[src/rtl/brg_pkg.sv]
// Shared types and helpers for the MCS-to-FPro bridge: FSM state encoding,
// default error read word and the region-index width helper.
package brg_pkg;

    typedef enum logic [1:0] {
        S_IDLE,
        S_REQ,
        S_WAIT,
        S_DONE
    } brg_state_t;

    localparam logic [31:0] ERR_WORD_DEF = 32'hdead_beef;

    // Region index width; a single region still needs a 1-bit select.
    function automatic int unsigned cs_w(input int unsigned n);
        return (n <= 1) ? 1 : $clog2(n);
    endfunction

endpackage

[src/rtl/brg_rd_mux.sv]
// Combinational N_CS:1 selector of the packed per-region FPro read data.
module brg_rd_mux #(
    parameter int unsigned N_CS  = 2,
    parameter int unsigned SEL_W = 1
) (
    input  logic [32*N_CS-1:0] i_rd_data,
    input  logic [SEL_W-1:0]   i_sel,
    output logic [31:0]        o_rd_data
);

    always_comb begin
        o_rd_data = '0;
        for (int unsigned k = 0; k < N_CS; k++) begin
            if (i_sel == SEL_W'(k)) begin
                o_rd_data = i_rd_data[32*k +: 32];
            end
        end
    end

endmodule

[src/rtl/mcs_fpro_bridge_gen.sv]
// MicroBlaze MCS IO-bus to FPro bridge with N_CS chip-select regions, read
// latency, per-region stall and error path. BRG_TIMEOUT_EN enables stall abort.
module mcs_fpro_bridge_gen
    import brg_pkg::*;
#(
    parameter logic [31:0] BRG_BASE = 32'hc000_0000,
    parameter int unsigned N_CS     = 2,
    parameter int unsigned ADDR_W   = 21,
    parameter int unsigned RD_LAT   = 1,
    parameter int unsigned TIMEOUT  = 15,
    parameter logic [31:0] ERR_WORD = ERR_WORD_DEF
) (
    input  logic                 clk,
    input  logic                 reset_n,
    input  logic                 io_addr_strobe,
    input  logic                 io_read_strobe,
    input  logic                 io_write_strobe,
    input  logic [3:0]           io_byte_enable,
    input  logic [31:0]          io_address,
    input  logic [31:0]          io_write_data,
    output logic [31:0]          io_read_data,
    output logic                 io_ready,
    output logic [N_CS-1:0]      fp_cs,
    output logic                 fp_wr,
    output logic                 fp_rd,
    output logic [ADDR_W-1:0]    fp_addr,
    output logic [31:0]          fp_wr_data,
    output logic [3:0]           fp_be,
    input  logic [32*N_CS-1:0]   fp_rd_data,
    input  logic [N_CS-1:0]      fp_wait,
    input  logic                 err_clr,
    output logic                 err_sticky
);

    localparam int unsigned CSW      = cs_w(N_CS);
    localparam logic [2:0]  LAT_LOAD = (RD_LAT == 0) ? 3'd0 : 3'(RD_LAT - 1);

    brg_state_t        r_state;
    brg_state_t        w_state_nxt;
    logic [CSW-1:0]    r_sel;
    logic [CSW-1:0]    w_sel;
    logic              r_is_wr;
    logic [2:0]        r_lat;
    logic [ADDR_W-1:0] r_addr;
    logic [31:0]       r_wdata;
    logic [3:0]        r_be;
    logic [31:0]       r_rd_data;
    logic              r_err;
    logic              w_strobe;
    logic              w_hit;
    logic              w_wait;
    logic              w_accept;
    logic              w_capture;
    logic              w_abort;
    logic              w_err_set;
    logic [31:0]       w_mux_data;
    logic              w_unused_addr;

    assign w_strobe      = io_addr_strobe & (io_read_strobe | io_write_strobe);
    assign w_hit         = (io_address[31:24] == BRG_BASE[31:24]);
    assign w_wait        = fp_wait[r_sel];
    assign w_accept      = (r_state == S_IDLE) && w_strobe && w_hit;
    assign w_unused_addr = ^io_address;

    generate
        if (N_CS == 1) begin : g_one_region
            assign w_sel = '0;
        end else begin : g_multi_region
            assign w_sel = io_address[23 -: CSW];
        end
    endgenerate

    brg_rd_mux #(
        .N_CS  (N_CS),
        .SEL_W (CSW)
    ) u_rd_mux (
        .i_rd_data (fp_rd_data),
        .i_sel     (r_sel),
        .o_rd_data (w_mux_data)
    );

`ifdef BRG_TIMEOUT_EN
    logic [7:0] r_stall;

    always_ff @(posedge clk or negedge reset_n) begin
        if (!reset_n) begin
            r_stall <= '0;
        end else if (r_state != S_REQ) begin
            r_stall <= '0;
        end else if (w_wait) begin
            r_stall <= r_stall + 8'd1;
        end
    end
`else
    localparam int unsigned unused_timeout = TIMEOUT;
`endif

    always_ff @(posedge clk or negedge reset_n) begin
        if (!reset_n) begin
            r_state <= S_IDLE;
        end else begin
            r_state <= w_state_nxt;
        end
    end

    always_comb begin
        w_state_nxt = r_state;
        w_abort     = 1'b0;
        w_capture   = 1'b0;
        case (r_state)
            S_IDLE: begin
                if (w_strobe) begin
                    w_state_nxt = w_hit ? S_REQ : S_DONE;
                end
            end
            S_REQ: begin
                if (!w_wait) begin
                    // Zero read latency samples the slave in the REQ exit cycle.
                    if (r_is_wr) begin
                        w_state_nxt = S_DONE;
                    end else if (RD_LAT == 0) begin
                        w_state_nxt = S_DONE;
                        w_capture   = 1'b1;
                    end else begin
                        w_state_nxt = S_WAIT;
                    end
                end
`ifdef BRG_TIMEOUT_EN
                else if (r_stall == 8'(TIMEOUT)) begin
                    w_state_nxt = S_DONE;
                    w_abort     = 1'b1;
                end
`endif
            end
            S_WAIT: begin
                if (r_lat == '0) begin
                    w_state_nxt = S_DONE;
                    w_capture   = 1'b1;
                end
            end
            S_DONE:  w_state_nxt = S_IDLE;
            default: w_state_nxt = S_IDLE;
        endcase
        w_err_set = w_abort || (w_strobe && ((r_state != S_IDLE) || !w_hit));
    end

    always_ff @(posedge clk or negedge reset_n) begin
        if (!reset_n) begin
            r_sel     <= '0;
            r_is_wr   <= 1'b0;
            r_lat     <= '0;
            r_addr    <= '0;
            r_wdata   <= '0;
            r_be      <= '0;
            r_rd_data <= '0;
            r_err     <= 1'b0;
        end else begin
            if (w_accept) begin
                r_sel   <= w_sel;
                r_is_wr <= io_write_strobe;
                r_addr  <= io_address[ADDR_W+1:2];
                r_wdata <= io_write_data;
                r_be    <= io_byte_enable;
            end
            // WAIT lasts RD_LAT cycles, so the counter is loaded one short.
            if (r_state == S_REQ) begin
                r_lat <= LAT_LOAD;
            end else if ((r_state == S_WAIT) && (r_lat != '0)) begin
                r_lat <= r_lat - 3'd1;
            end
            if ((r_state == S_IDLE) && w_strobe && !w_hit && !io_write_strobe) begin
                r_rd_data <= '0;
            end else if (w_capture) begin
                r_rd_data <= w_mux_data;
            end else if (w_abort && !r_is_wr) begin
                r_rd_data <= ERR_WORD;
            end
            if (err_clr) begin
                r_err <= 1'b0;
            end else if (w_err_set) begin
                r_err <= 1'b1;
            end
        end
    end

    always_comb begin
        fp_cs = '0;
        for (int unsigned k = 0; k < N_CS; k++) begin
            fp_cs[k] = (r_state == S_REQ) && (r_sel == CSW'(k));
        end
    end

    assign fp_wr        = (r_state == S_REQ) && r_is_wr;
    assign fp_rd        = (r_state == S_REQ) && !r_is_wr;
    assign fp_addr      = r_addr;
    assign fp_wr_data   = r_wdata;
    assign fp_be        = r_be;
    assign io_read_data = r_rd_data;
    assign io_ready     = (r_state == S_DONE);
    assign err_sticky   = r_err;

endmodule

[config.mk]
export PLATFORM = sky130hd
export DESIGN_NAME = mcs_fpro_bridge_gen
export DESIGN_NICKNAME = d
export VERILOG_FILES = /design/src/rtl/brg_pkg.sv /design/src/rtl/brg_rd_mux.sv /design/src/rtl/mcs_fpro_bridge_gen.sv
export SDC_FILE = /design/constraint.sdc
export NUM_CORES = 1
export LEC_CHECK = 0
export CAP_MARGIN = 0
export CORE_ASPECT_RATIO = 0.6
export CORE_UTILIZATION = 39
export CTS_CLUSTER_DIAMETER = 60
export DETAILED_ROUTE_END_ITERATION = 10
export HOLD_SLACK_MARGIN = 0.15
export PLACE_DENSITY = 0.81
export RECOVER_POWER = 25
export SYNTH_ARGS = -nofsm -noshare
export SYNTH_HDL_FRONTEND = slang
export SYNTH_SLANG_ARGS = --single-unit
[constraint.sdc]
create_clock -name clk -period 1.95 [get_ports clk]
set_input_delay 0.195 -clock clk [delete_from_list [all_inputs] [get_ports clk]]
set_output_delay 0.195 -clock clk [all_outputs]
set_load 0.005 [all_outputs]
==> Flow_metrics.wiki <==
{| class="wikitable"
! Metric !! Value
|-
| Worst reg2reg path depth || 6
|-
| Combined global-route utilization of all metal layers || 19.6%
|-
| Area of the mapped netlist || 0.00421 mm^2
|-
| Setup repair after global routing missed its margin || false
|-
| Distinct cell type count of the synthesized netlist || 29
|-
| Critical R2R Capture || fp_be[1]
|-
| Primary FF master, synth || sky130_fd_sc_hd__dfrtp_1
|-
| Cell count after placement || 674
|-
| Overall power consumption || 7.17 mW
|-
| Area leader, netlist || sky130_fd_sc_hd__dfrtp_1
|-
| Area growth from synthesis to layout || 70.4%
|-
| Hold Crit Depth || 2
|-
| Post-synthesis instance total || 315
|-
| Post-synth top cells || 97 x sky130_fd_sc_hd__dfrtp_1, 50 x sky130_fd_sc_hd__mux2_2, 36 x sky130_fd_sc_hd__nor2_1
|-
| Floorplan die width || 136 um
|-
| Antenna violations before repair || 0
|-
| First-pass GRT wire length || 16700 um
|-
| Maximum number of pins on one net before global-route repair || 65
|-
| Slew headroom || 22.5%
|-
| DR vias/cell || 4.77
|-
| Final setup fails || 0
|-
| Slew at the pin with the worst max-slew slack || 1.16 ns
|-
| Async set or reset register ratio after synthesis || 100%
|-
| CP arrival || 1.68 ns
|-
| Root Driver || sky130_fd_sc_hd__clkbuf_16
|-
| Fraction of final layout cells sized beyond drive strength 1 || 16.5%
|-
| DP Worst Slack || 0.0601 ns
|-
| Fin. max-slew vios || 0
|-
| Setup TNS Final || 0 ns
|-
| Worst skew pair latency || 0.33 ns
|-
| Flip-flop and latch count after synthesis || 97
|-
| Detailed-route DRC error count || 0
|-
| Most repeated cell in the gate-level netlist after synthesis || sky130_fd_sc_hd__dfrtp_1
|-
| DR iter-0 viols || 74
|-
| DPL Wire Length || 8410 um
|-
| Final count of hold timing violations || 0
|-
| Synth warn || 0
|-
| Number of diodes || 0
|-
| Non-filler instance count after layout || 692
|-
| CTS tree || yes
|-
| Leakage component of the power || 3.10 nW
|-
| PortBufs || 232
|-
| Origin of the critical flop-to-flop path || r_state[0]
|-
| Maximum achievable frequency || 532 MHz
|-
| Mean post-synth cell area || 13.4 um^2
|-
| Power per cell area || 1000 mW/mm^2
|-
| Leading post-synthesis cells by cell area || sky130_fd_sc_hd__dfrtp_1 58%, sky130_fd_sc_hd__mux2_2 13%, sky130_fd_sc_hd__mux2i_1 7.6%
|-
| Maximum VDD drop || 0.627 mV
|-
| Worst-path maximum fanout || 9
|-
| Period Utilization, post-route || 96.4%
|-
| Hold path startpoint || io_write_data[2]
|-
| Register-to-register path setup slack || 0.09 ns
|-
| Clock net sink count || 97
|-
| Setup WS post-layout || 0.0701 ns
|-
| 1st-pass router iterations || 6
|-
| Clock-pin transition on the worst setup and hold timing paths || 0.07 ns
|-
| Startpoint class of the critical path || register
|-
| Sequential area share after synthesis || 57.7%
|-
| Standard-cell row count || 28
|-
| Detailed Route WL || 11000 um
|-
| Cts bufs inserted || 9
|-
| Count of flip-flops with a built-in enable after synthesis || 0
|-
| Worst Hold Class || input port to register
|-
| CP required || 1.75 ns
|-
| Number of nets still failing antenna checks after routing || 0
|-
| Vertical die dimension || 82.4 um
|-
| Floorplan core area || 0.0102 mm^2
|-
| Initial standard-cell utilization of the core || 41.4%
|-
| Number of ports placed on the die boundary || 235
|-
| Synth Net Count || 461
|-
| Vias after detailed routing || 3301
|-
| Final clock skew || 0.00422 ns
|-
| Crit path time final || 1.88 ns
|-
| H-tree depth || 3
|-
| Number of global-route vias before repair || 3401
|-
| RePlAce Congestion || 0.772
|-
| WL per Instance || 15.8 um
|-
| Global-route congestion overflow total || 0
|-
| Crit path capture type || output port
|-
| Critical Setup Path Class || register to output port
|-
| Number of max-capacitance violations reported || 0
|-
| Run status || completed
|-
| Post-layout net count || 698
|-
| Worst-case clock buffer depth || 2
|-
| Hold EP || fp_wr_data[2]
|-
| Die area || 0.0112 mm^2
|-
| Post-synth top area share || 57.7%
|-
| Worst hold margin || 0.453 ns
|}
## kinds of logic (layout without fill, tap and decap cells)
kind of cell	count (synthesis)	after routing	synth area share (%)
xor gates and xnor gates	1	1	0.208
adders and majority gates	6	6	1.79
and+or+nand+nor	47	47	5.42
muxes	92	92	23.7
AOI/OAI and AO/OA	44	44	8.18
DFF	97	97	57.7
buffers and inverters	28	270	3.00
## layer usage
metal | GRT usage (%) | vias up | part of all wire [%]
met5 | 0 | - | 0
met1 | 23.1 | 1570 | 42
met3 | 6.59 | 4 | 7.5
met4 | 4.22 | 0 | 0.44
met2 | 34.9 | 124 | 50
li1 | - | 1603 | -
## worst max-delay path, stage by stage (launching register included)
cell and delay, ns:
sky130_fd_sc_hd__dfrtp_1 0.39, sky130_fd_sc_hd__inv_2 0.09, sky130_fd_sc_hd__ha_4 0.19, sky130_fd_sc_hd__nor2b_1 0.15
sky130_fd_sc_hd__clkdlybuf4s50_1 0.53
## area by class of cell
cell class	instances	area (um^2)
fillers	720	3000
repair buffers	248	2490
flip-flops and latches	97	2430
multi-input cells	190	1680
clock buffers	10	239
well taps	135	169
clock inverters	6	138
inverters	6	22.5
## placed cells by master, fill, tap and decap left out, types with 2 or more instances in the layout
cell type / n
sky130_fd_sc_hd__dfrtp_1: 95
sky130_fd_sc_hd__buf_12: 3
sky130_fd_sc_hd__a31oi_1: 2
sky130_fd_sc_hd__inv_1: 5
sky130_fd_sc_hd__clkdlybuf4s50_1: 229
sky130_fd_sc_hd__a211oi_1: 34
sky130_fd_sc_hd__mux2i_1: 32
sky130_fd_sc_hd__mux2_1: 10
sky130_fd_sc_hd__clkbuf_16: 9
sky130_fd_sc_hd__buf_4: 10
sky130_fd_sc_hd__ha_1: 5
sky130_fd_sc_hd__dfrtp_2: 2
sky130_fd_sc_hd__buf_6: 2
sky130_fd_sc_hd__mux2_2: 50
sky130_fd_sc_hd__nor2_1: 36
sky130_fd_sc_hd__and2_1: 2
sky130_fd_sc_hd__nor2b_1: 3
sky130_fd_sc_hd__dlymetal6s2s_1: 2
sky130_fd_sc_hd__bufinv_16: 4
## stage by stage
stage / cell area, um^2 / utilization, %
6_report: 7160 / 70.5
5_1_grt: 7160 / 70.5
4_1_cts: 7170 / 70.5
3_5_place_dp: 6760 / 66.5
3_3_place_gp: 6760 / 66.5
2_1_floorplan: 4210 / -
## power breakdown
| group | switching [mW] | internal (mW) | total, mW | leakage, nW |
|---|---|---|---|---|
| registers | 0.216 | 2.42 | 2.64 | 1.26 |
| clock network | 0.739 | 1.42 | 2.16 | 0.183 |
| logic | 0.947 | 1.42 | 2.37 | 1.65 |
| total | 1.90 | 5.27 | 7.17 | 3.10 |
## registers in the layout (all words and copies together), names as in the netlist
signal	flops
r_lat	3
err_sticky	1
r_sel	1
fp_wr_data	32
fp_be	4
io_read_data	32
fp_addr	21
r_is_wr	1
r_state	2
## how the worst max path moves through the flow
stage	from	end	slack [ns]	cells after the start
finish	r_state[1]	fp_rd	0.07	4
global placement	io_address[28]	r_sel	0.12	5
global route	r_state[0]	fp_wr_data[4]	0.008	6
detailed placement	io_address[25]	fp_wr_data[28]	0.06	5
CTS	r_state[0]	fp_wr_data[28]	0.005	6
floorplan	r_state[0]	fp_be[0]	0.18	7
## what timing repair did
item	in CTS	in global routing
hold buffers	1	0
resized for setup	3	4
hold endpoints to repair	97	0
buffers inserted	1	0
endpoints found under the setup margin	4	25
No activity file was read; power rests on OpenSTA's default activity.
